### config.mk
export PLATFORM = sky130hd
export DESIGN_NAME = rr_arbiter_8
export DESIGN_NICKNAME = d
export VERILOG_FILES = /design/src/rtl/rr_arbiter_8.sv
export SDC_FILE = /design/constraint.sdc
export NUM_CORES = 1
export LEC_CHECK = 0
export ABC_AREA = 1
export CELL_PAD_IN_SITES_DETAIL_PLACEMENT = 0
export CELL_PAD_IN_SITES_GLOBAL_PLACEMENT = 1
export CORE_MARGIN = 4
export CORE_UTILIZATION = 40
export DETAILED_ROUTE_END_ITERATION = 7
export HOLD_SLACK_MARGIN = 0.02
export PLACE_DENSITY_LB_ADDON = 0.05
export SYNTH_ARGS = -nofsm -noshare
export SYNTH_HDL_FRONTEND = slang
export SYNTH_SLANG_ARGS = --single-unit
### constraint.sdc
create_clock -name clk -period 4 [get_ports clk]
set_input_delay 0.4 -clock clk [delete_from_list [all_inputs] [get_ports clk]]
set_output_delay 0.4 -clock clk [all_outputs]
set_load 0.05 [all_outputs]
### src/rtl/rr_arbiter_8.sv
// rr_arbiter_8: eight-way round-robin arbiter with one-hot and encoded grant.
//
// A grant is held until the owner releases it (done), withdraws its request,
// or the arbiter is disabled. Every release passes through one IDLE cycle,
// and the scan pointer moves to the agent just after the released owner.
//
// Build option RR_TIMEOUT_EN: when defined, a hold counter force-releases a
// grant after MAX_HOLD cycles and pulses `timeout`. When undefined, grants
// are held indefinitely and `timeout` stays 0.
//
// state | meaning
// IDLE  | no owner; scan req from ptr and grant on the next edge
// GRANT | gnt/gnt_id/gnt_valid hold the current owner until release

module rr_arbiter_8 #(
    parameter int MAX_HOLD = 16
) (
    input  logic       clk,
    input  logic       rst,
    input  logic       en,
    input  logic [7:0] req,
    input  logic       done,
    output logic [7:0] gnt,
    output logic [2:0] gnt_id,
    output logic       gnt_valid,
    output logic       timeout
);

    if (MAX_HOLD < 2 || MAX_HOLD > 256) begin : g_max_hold_range
        $error("rr_arbiter_8: MAX_HOLD must be in 2..256");
    end

    typedef enum logic {
        IDLE  = 1'b0,
        GRANT = 1'b1
    } state_t;

    state_t     state;
    logic [2:0] ptr;
    logic [2:0] pick_id;
    logic       pick_ok;
    logic [2:0] cand;
    logic       owner_drop;

`ifdef RR_TIMEOUT_EN
    localparam int HOLD_W = (MAX_HOLD > 1) ? $clog2(MAX_HOLD) : 1;

    logic [HOLD_W-1:0] hold_cnt;
    logic              hold_hit;

    assign hold_hit = (hold_cnt == HOLD_W'(MAX_HOLD - 1));
`endif

    // Rotating priority scan: first set request at ptr, ptr+1, ... ptr+7.
    always_comb begin
        pick_ok = 1'b0;
        pick_id = ptr;
        cand    = 3'd0;
        for (int i = 0; i < 8; i++) begin
            cand = ptr + 3'(i);
            if (!pick_ok && req[cand]) begin
                pick_ok = 1'b1;
                pick_id = cand;
            end
        end
    end

    // Any of these ends the current grant; done wins over the hold limit.
    assign owner_drop = done | ~req[gnt_id] | ~en;

    // Arbiter FSM with registered grant outputs.
    always_ff @(posedge clk or posedge rst) begin
        if (rst) begin
            state     <= IDLE;
            gnt       <= 8'h00;
            gnt_id    <= 3'd0;
            gnt_valid <= 1'b0;
            timeout   <= 1'b0;
            ptr       <= 3'd0;
`ifdef RR_TIMEOUT_EN
            hold_cnt  <= '0;
`endif
        end else begin
            timeout <= 1'b0;
            case (state)
                IDLE: begin
                    if (en && pick_ok) begin
                        gnt_id    <= pick_id;
                        gnt       <= 8'(1) << pick_id;
                        gnt_valid <= 1'b1;
                        state     <= GRANT;
`ifdef RR_TIMEOUT_EN
                        hold_cnt  <= '0;
`endif
                    end
                end
                GRANT: begin
                    if (owner_drop) begin
                        gnt       <= 8'h00;
                        gnt_valid <= 1'b0;
                        ptr       <= gnt_id + 3'd1;
                        state     <= IDLE;
`ifdef RR_TIMEOUT_EN
                    end else if (hold_hit) begin
                        gnt       <= 8'h00;
                        gnt_valid <= 1'b0;
                        ptr       <= gnt_id + 3'd1;
                        timeout   <= 1'b1;
                        state     <= IDLE;
                    end else begin
                        hold_cnt  <= hold_cnt + HOLD_W'(1);
`endif
                    end
                end
                default: begin
                    state <= IDLE;
                end
            endcase
        end
    end

endmodule

==> reports/qor.yml, run 1 <==
global_route:
  grt_usage_pct: 18.3
  grt_pass1_wl_mm: 7.59
  grt_pass1_vias: 1658
  grt-ovfl-total: 0
  antenna_found_initial: 0
  grt_max_degree: 17
synth:
  syn_area_um2: 1610
  seq_area_frac_synth_pct: 24.8
  yosysMostFrequentCell: "nand2_1"
  synth_common_cells: "nand2_1, nand3_1, inv_1, dfrtp_1, nand2_2"
  yosys_register_bits: 16
  synthCells: 254
  yosys.area.top_type: "nand2_1"
  synth_area_per_cell_um2: 6.34
  synth_nets: 269
  synth_edf_count: 0
  yosysUniqueCellTypes: 34
  synth_flop_cell: "dfrtp_1"
  yosys.area.top_type_share_pct: 25.2
  synth_warnings: 0
  postSynth.asyncResetShare_pct: 100
  ys_top_cells_by_area: "nand2_1, dfrtp_1, nand3_1"
clock_tree:
  numCtsBuffers: 3
  hold_buffers: 0
  clk_pin_slew_ns: 0.06
  post_cts_buffers: 0
  cts_resized: 0
  htreeDepth: 1
  cts_tree: "yes"
  cts_root_buffer: "clkbuf_8"
  cts_buffer_depth: 2
  clk_latency_ns: 0.25
  cts_sinks: 16
worst_setup_path:
  critPathKind: "flop to flop"
  critPathRequiredTime_ns: 4.18
  startpoint_type: "flop"
  critPathTopFamily: "simple AND/OR/NAND/NOR gates"
  worst_setup_path_end_kind: "flop"
  cpPeakStageDelay_ns: 0.58
  cp_data_arrival_time_ns: 3.14
  cp_slowest_cell: "dfrtp_1"
  crit_chain: "inv_2 -> ha_1 -> inv_1 -> nand3_1 -> nand3_2 -> nand2_4 -> nor2_4 -> nand4_4 -> nor2_4 -> nand3_1 -> nand2_1 -> inv_2 -> nand2_4 -> nand2_2 -> nor2_2 -> nand4_1 -> nand2_1"
  worst-path-max-fanout: 13
  critPathBufInv: 3
finish:
  num_antenna_cells: 0
  final_core_util_pct: 50.3
  area_delta_synth_final_pct: 17.7
  final_layout_size_suffix_gt1_share_pct: 13.9
  fin_nets: 291
routing:
  drt_iter0_markers: 63
  drc_errors: 0
  first_pass_iters: 4
  routedWlPerCell_um: 13.3
  wl_mm: 4.27
  ant_nets: 0
  via_per_inst: 5.12
  vias: 1648
sta:
  finalSetupViolations: 0
  tightest_slew_ns: 0.619
  fin_crit_sh_pct: 74.0
  finalCriticalPeriod_ns: 2.96
  slew_headroom_pct: 58.3
  finalSetupTns_ns: 0
  rsz0062_at_grt: "false"
  drv_slew: 0
  hold_viol_final: 0
  finClkSkew_ns: 0.00254
  fmax_mhz: 338
  timing.final.ws_setup_ns: 1.04
hold_path:
  hold_class: "flop to flop"
floorplanning:
  coreArea_um2: 3770
  die_x_um: 71.5
  initial_core_util_pct: 42.7
  rows: 22
  fp.dieArea_um2: 5110
  pin_count: 25
  die_h_um: 71.5
run:
  max-cap-violations: 0
status:
  status: "finished, final reports clean"
place:
  dpl.hpwl_mm: 3.44
  port_buffers: 23
  place_congestion: 0.922
  post-place-ws_ns: 1.07
-- final timing paths --
| check | cells past startpoint | endpoint | slack (ns) | start |
|---|---|---|---|---|
| worst max-delay path | 17 | gnt[2]$_DFFE_PP0P_ | 1.04 | ptr[0]$_DFFE_PP0P_ |
| worst min-delay path | 2 | gnt[0]$_DFFE_PP0P_ | 0.48 | gnt[0]$_DFFE_PP0P_ |
| worst max register to register | 17 | gnt[2]$_DFFE_PP0P_ | 1.04 | ptr[0]$_DFFE_PP0P_ |
| worst min register to register | 2 | gnt[0]$_DFFE_PP0P_ | 0.48 | gnt[0]$_DFFE_PP0P_ |
| max in group asynchronous | 2 | gnt[1]$_DFFE_PP0P_ | 3.07 | rst |
| min in group asynchronous | 2 | gnt_valid$_DFFE_PP0P_ | 0.53 | rst |
-- cell type report --
type | count | area, um2
Tap cell | 48 | 60.1
Fill cell | 396 | 1870
Inverter | 25 | 97.6
Sequential cell | 16 | 400
Multi-Input combinational cell | 207 | 1070
Timing Repair Buffer | 23 | 230
Clock buffer | 3 | 41.3
-- through the flow --
stage / cells / area [um2] / hold slack, ns
after floorplan: 254 / 1610 / 0.314
after global placement: 319 / 1860 / 0.464
after detailed placement: 319 / 1860 / 0.465
after CTS: 322 / 1900 / 0.487
after global routing: 322 / 1900 / 0.498
final: 322 / 1900 / 0.480
-- cells in the final DEF (no fill, tap or decap), types with 4 or more instances in the layout --
master and instances:
nand2_2 8, o21ai_0 5, inv_2 6, nand3_2 4
nand2_1 108, clkdlybuf4s50_1 23, nor2_1 6, nand4_1 7
nand3_1 39, dfrtp_1 16, inv_1 17
-- kinds of logic after synthesis --
family          after synthesis  synth area share, %
buf+inv                      31                 8.93
flops                        16                 24.8
other cells                   1                0.233
simple gates                182                 54.0
xor+xnor                      2                 1.55
mux                           1                0.621
fa+ha+maj                     3                 2.33
compound gates               18                 7.45
-- routing by layer --
metal	GRT usage (%)	routed length, um
met3	1.68	144
met2	30.9	2030
met1	24.0	2000
met5	0	0
met4	6.89	94
-- flip-flops by register name (all words and copies together) (netlist names) --
| signal | count |
|---|---|
| state | 1 |
| gnt | 8 |
| gnt_valid | 1 |
| ptr | 3 |
| gnt_id | 3 |
-- worst register-to-register path, cell delays in order, from the launching register on --
cell	delay, ns
dfrtp_1	0.58
inv_2	0.21
ha_1	0.44
inv_1	0.20
nand3_1	0.16
nand3_2	0.11
nand2_4	0.07
nor2_4	0.15
nand4_4	0.11
nor2_4	0.16
nand3_1	0.10
nand2_1	0.11
inv_2	0.05
nand2_4	0.08
nand2_2	0.08
nor2_2	0.11
nand4_1	0.10
nand2_1	0.09
Power of run 1 is left out: the tool's default activity adds up to more than one toggle a clock period on the data nets, which glitch-free logic cannot reach.
==> inputs of run 2 (changes only) <==
Settings changed: CORE_UTILIZATION 40 to 38.
Clock period 4 ns to 2.8 ns, I/O delays scaled along.
==> run 2 against run 1 <==
Net effect: core utilization is 2.0 points lower; setup slack worse by 0.68 ns; critical path type unchanged; cell area is 3.3% higher; non-clock buffer count is 8 higher; worst hold slack worse by 0.075 ns; count of clock-buffer cells in the layout stayed put.
==> reports/qor.yml, run 2 (synthesis results as in run 1) <==
floorplanning:
  rows: 23
  fp.dieArea_um2: 5350
  die_x_um: 73.1
  coreArea_um2: 4060
  pin_count: 25
  initial_core_util_pct: 39.7
  die_h_um: 73.1
finish:
  top_register: "gnt"
  final_layout_size_suffix_gt1_share_pct: 16.3
  layout.area.seq_um2: 400
  top_regs: "gnt: 8 flops, gnt_id: 3 flops, ptr: 3 flops"
  largest_register_ffs: 8
  final_cells: 332
  area_delta_synth_final_pct: 21.6
  final_cell_mix: "nand2_1, nand3_1, clkdlybuf4s50_1, inv_1, dfrtp_1"
  layout_commonest_cell: "nand2_1"
  num_antenna_cells: 0
  fin_nets: 299
  multiInputGateArea_um2: 1070
  final_core_util_pct: 48.3
  num-fill-cells: 433
routing:
  via_per_inst: 5.04
  drt_iter0_markers: 70
  wl_mm: 4.37
  vias: 1672
  drc_errors: 0
  first_pass_iters: 4
  routedWlPerCell_um: 13.2
  ant_nets: 0
clock_tree:
  htreeDepth: 1
  cts_resized: 0
  cts_buffer_depth: 2
  numCtsBuffers: 3
  clk_pin_slew_ns: 0.06
  cts_root_buffer: "clkbuf_8"
  clk_latency_ns: 0.24
  cts_tree: "yes"
  post_cts_buffers: 0
  cts_sinks: 16
  hold_buffers: 0
hold_path:
  hold_class: "input port to async pin"
worst_setup_path:
  worst-path-max-fanout: 12
  cpPeakStageDelay_ns: 0.42
  cp_slowest_cell: "dfrtp_1"
  cp_data_arrival_time_ns: 2.63
  critPathKind: "flop to flop"
  critPathRequiredTime_ns: 2.98
  crit_chain: "inv_2 -> ha_1 -> inv_1 -> nand3_1 -> nand3_2 -> nand2_4 -> nor2_4 -> nand4_4 -> nor2_4 -> nand2_1 -> o21ai_2 -> nor2_4 -> inv_4 -> nand2_2 -> clkinv_2 -> nand2_1 -> nand2_1"
  startpoint_type: "flop"
  worst_setup_path_end_kind: "flop"
sta:
  finalSetupTns_ns: 0
  hold_viol_final: 0
  finClkSkew_ns: 0.00273
  finalSetupViolations: 0
  fmax_mhz: 409
  drv_slew: 0
  tightest_slew_ns: 0.618
  slew_headroom_pct: 58.8
  finalCriticalPeriod_ns: 2.44
  fin_crit_sh_pct: 87.2
  rsz0062_at_grt: "false"
run:
  max-cap-violations: 0
place:
  port_buffers: 23
  dp_cells: 329
  dpl.hpwl_mm: 3.61
  place_congestion: 0.873
global_route:
  antenna_found_initial: 0
  grt_max_degree: 17
  grt_pass1_wl_mm: 7.58
  grt_usage_pct: 17.7
  grt-ovfl-total: 0
  grt_pass1_vias: 1610
status:
  status: "finished, final reports clean"
-- run 2: final timing paths --
path | from | end | slack, ns | cells past startpoint
min in group clk | gnt[4]$_DFFE_PP0P_ | gnt[4]$_DFFE_PP0P_ | 0.48 | 2
setup reg to reg | ptr[0]$_DFFE_PP0P_ | gnt[3]$_DFFE_PP0P_ | 0.36 | 17
setup / recovery | ptr[0]$_DFFE_PP0P_ | gnt[3]$_DFFE_PP0P_ | 0.36 | 17
hold / removal | rst | ptr[2]$_DFFE_PP0P_ | 0.41 | 2
max in group asynchronous | rst | gnt[5]$_DFFE_PP0P_ | 1.99 | 2
hold reg to reg | gnt[4]$_DFFE_PP0P_ | gnt[4]$_DFFE_PP0P_ | 0.48 | 2
-- run 2: per-stage QoR --
stage,instance area (um2),hold WS [ns],setup slack (ns)
after floorplan,1610,0.194,0.377
after global placement,1920,0.463,0.236
after detailed placement,1920,0.465,0.276
after CTS,1960,0.439,0.332
after global routing,1960,0.458,0.0503
final,1960,0.406,0.357
-- run 2: metal layers --
| layer | vias to the layer above | wire (um) | GRT usage (%) |
|---|---|---|---|
| li1 | 878 | - | - |
| met1 | 762 | 2050 | 23.7 |
| met2 | 28 | 2150 | 30.6 |
| met3 | 4 | 129 | 1.38 |
| met4 | 0 | 40 | 4.71 |
| met5 | - | 0 | 0 |
-- run 2: area by class of cell --
type	instances	area share, %
multi-input cells	207	54.5
flip-flops and latches	16	20.4
repair buffers	31	14.8
inverters	25	4.98
well taps	50	3.19
clock buffers	3	2.11
-- run 2: worst max-delay path: cells and delay by family, from the launching register on --
kind                     cells  cell delay [ns]
flip-flops                   1             0.42
buffers and inverters        4             0.40
AO/OA/AOI/OAI                1             0.16
adder cells (fa/ha/maj)      1             0.30
AND/OR/NAND/NOR             11             1.09
Power of run 2 is left out for the same reason.
==> RTL change (settings of run 2) <==
Build with the macro `RR_TIMEOUT_EN` defined.
--- a/src/rtl/rr_arbiter_8.sv
+++ b/src/rtl/rr_arbiter_8.sv
@@ -12,4 +12,6 @@
 // IDLE  | no owner; scan req from ptr and grant on the next edge
 // GRANT | gnt/gnt_id/gnt_valid hold the current owner until release
+
+`define RR_TIMEOUT_EN
 
 module rr_arbiter_8 #(
Check against the original RTL: no difference found for any inputs over 10 cycles, from zero or initial values and one cycle with rst high; that may be too few to reach the edited logic, so the function may still have changed.
==> RTL change against run 2 <==
Clock skew hardly changed; setup slack worse by 0.093 ns; area after synthesis is 6.5% higher; first-iteration DRC count is 57% higher; wire length is 2.9% higher; final cell count is 5.7% higher; final area is 7.7% higher; sequential cell count is 5 higher.
Power is not shown: default switching activity piles up to over one toggle a cycle in this logic, so the estimate is an artifact.
==> RTL change: results (changes against run 2) <==
status=finished clean (unchanged); ant diodes=0 (unchanged); dpl cell area=2040 um2 (was 1920 um2); DRT iter0 DRCs=110 (was 70); GP Congestion=0.777 (was 0.873); crit path max fanout=9 (was 12); CTS Root Cell=clkbuf_8 (unchanged); synth top area cells=dfrtp_1 (31%), nand2_1 (21%), nand3_1 (13%), inv_1 (4.8%), nor2_1 (4.4%) (was nand2_1 (25%), dfrtp_1 (25%), nand3_1 (12%), inv_1 (4.0%), nand2_2 (3.1%)); Worst path top cell family by delay=simple AND/OR/NAND/NOR gates (unchanged); fin nets=316 (was 299); PortBufs=24 (was 23); Worst-Skew Late Latency=0.26 ns (was 0.24 ns); Fillers=462 (was 433); largest net degree at the start of global routing=22 (was 17); DP Wirelength=3640 um (was 3610 um); post-synth net total=282 (was 269); ys flop type=dfrtp_1 (unchanged); largest stage delay on the critical path=0.39 ns (was 0.42 ns); global-route wire length before repair=7850 um (was 7580 um); R2R cell count=14 (was 17); Worst-Margin Slew=0.779 ns (was 0.618 ns); Reg2Reg Setup Slack=0.26 ns (was 0.36 ns); final setup skew=0.00315 ns (was 0.00273 ns); met2 WL=2280 um (was 2150 um); layout cells sized above 1=0.114 (was 0.163); Unique masters post-synth=33 (was 34); Max Slew Vio Count=0 (unchanged); routed wire length=4500 um (was 4370 um); register area share after synthesis=0.306 (was 0.248); largest registers=gnt (8), hold_cnt (4) (was gnt (8), gnt_id (3), ptr (3)); Setup crit end=gnt[1] (was gnt[3]); metal1 wirelength=2090 um (was 2050 um); number of global-route vias before repair=1687 (was 1610)
-- RTL change: cell count changes after synthesis, sizes merged, moves of 5 or more --
cell and change:
dfrtp +5, nand2 -19, nand4 -6, inv +5, nor2 +12
-- RTL change: kinds of logic (layout without fill, tap and decap cells) --
family,Yosys count,after routing,synth area share
buf+inv,33,66,0.0794
flops,21,21,0.306
mux,1,1,0.00583
xor+xnor,6,6,0.0306
compound gates,29,29,0.108
fa+ha+maj,4,4,0.0292
simple gates,172,172,0.441
-- RTL change: timing repair --
| action | in CTS | in global routing |
|---|---|---|
| hold endpoints to repair | 0 | 0 |
| setup buffers | 0 | 2 |
| setup endpoints to repair | 0 | 8 |
| hold buffers | 0 | 0 |
| gates resized for setup | 0 | 2 |
-- RTL change: worst min-delay path by stage --
stage | end | from | cells after the start | slack (ns)
2_1_floorplan | gnt[0] | rst | 1 | 0.26
3_3_place_gp | gnt[7] | gnt[7] | 2 | 0.47
3_5_place_dp | gnt_valid | gnt_valid | 2 | 0.46
4_1_cts | gnt_valid | rst | 2 | 0.48
5_1_grt | gnt[7] | rst | 2 | 0.53
6_report | gnt[7] | rst | 2 | 0.46
-- RTL change: area by class of cell --
class	instances	area share
multi-input cells	212	0.502
well taps	52	0.0308
clock buffers	3	0.0196
repair buffers	32	0.142
inverters	30	0.0534
flip-flops and latches	21	0.249
clock inverters	1	0.00237
-- RTL change: stage by stage --
stage                     setup slack [ns]  hold WS [ns]  std cells
after floorplan                      0.416         0.257        266
after global placement               0.204         0.472        345
after detailed placement             0.228         0.463        345
after CTS                            0.202         0.483        349
after global routing                0.0459         0.525        351
final                                0.265         0.457        351
-- RTL change: metal layers --
layer  vias up  track usage
met1       788        0.234
met3         5       0.0147
li1        925            -
met5         -            0
met2        22        0.317
met4         0       0.0583
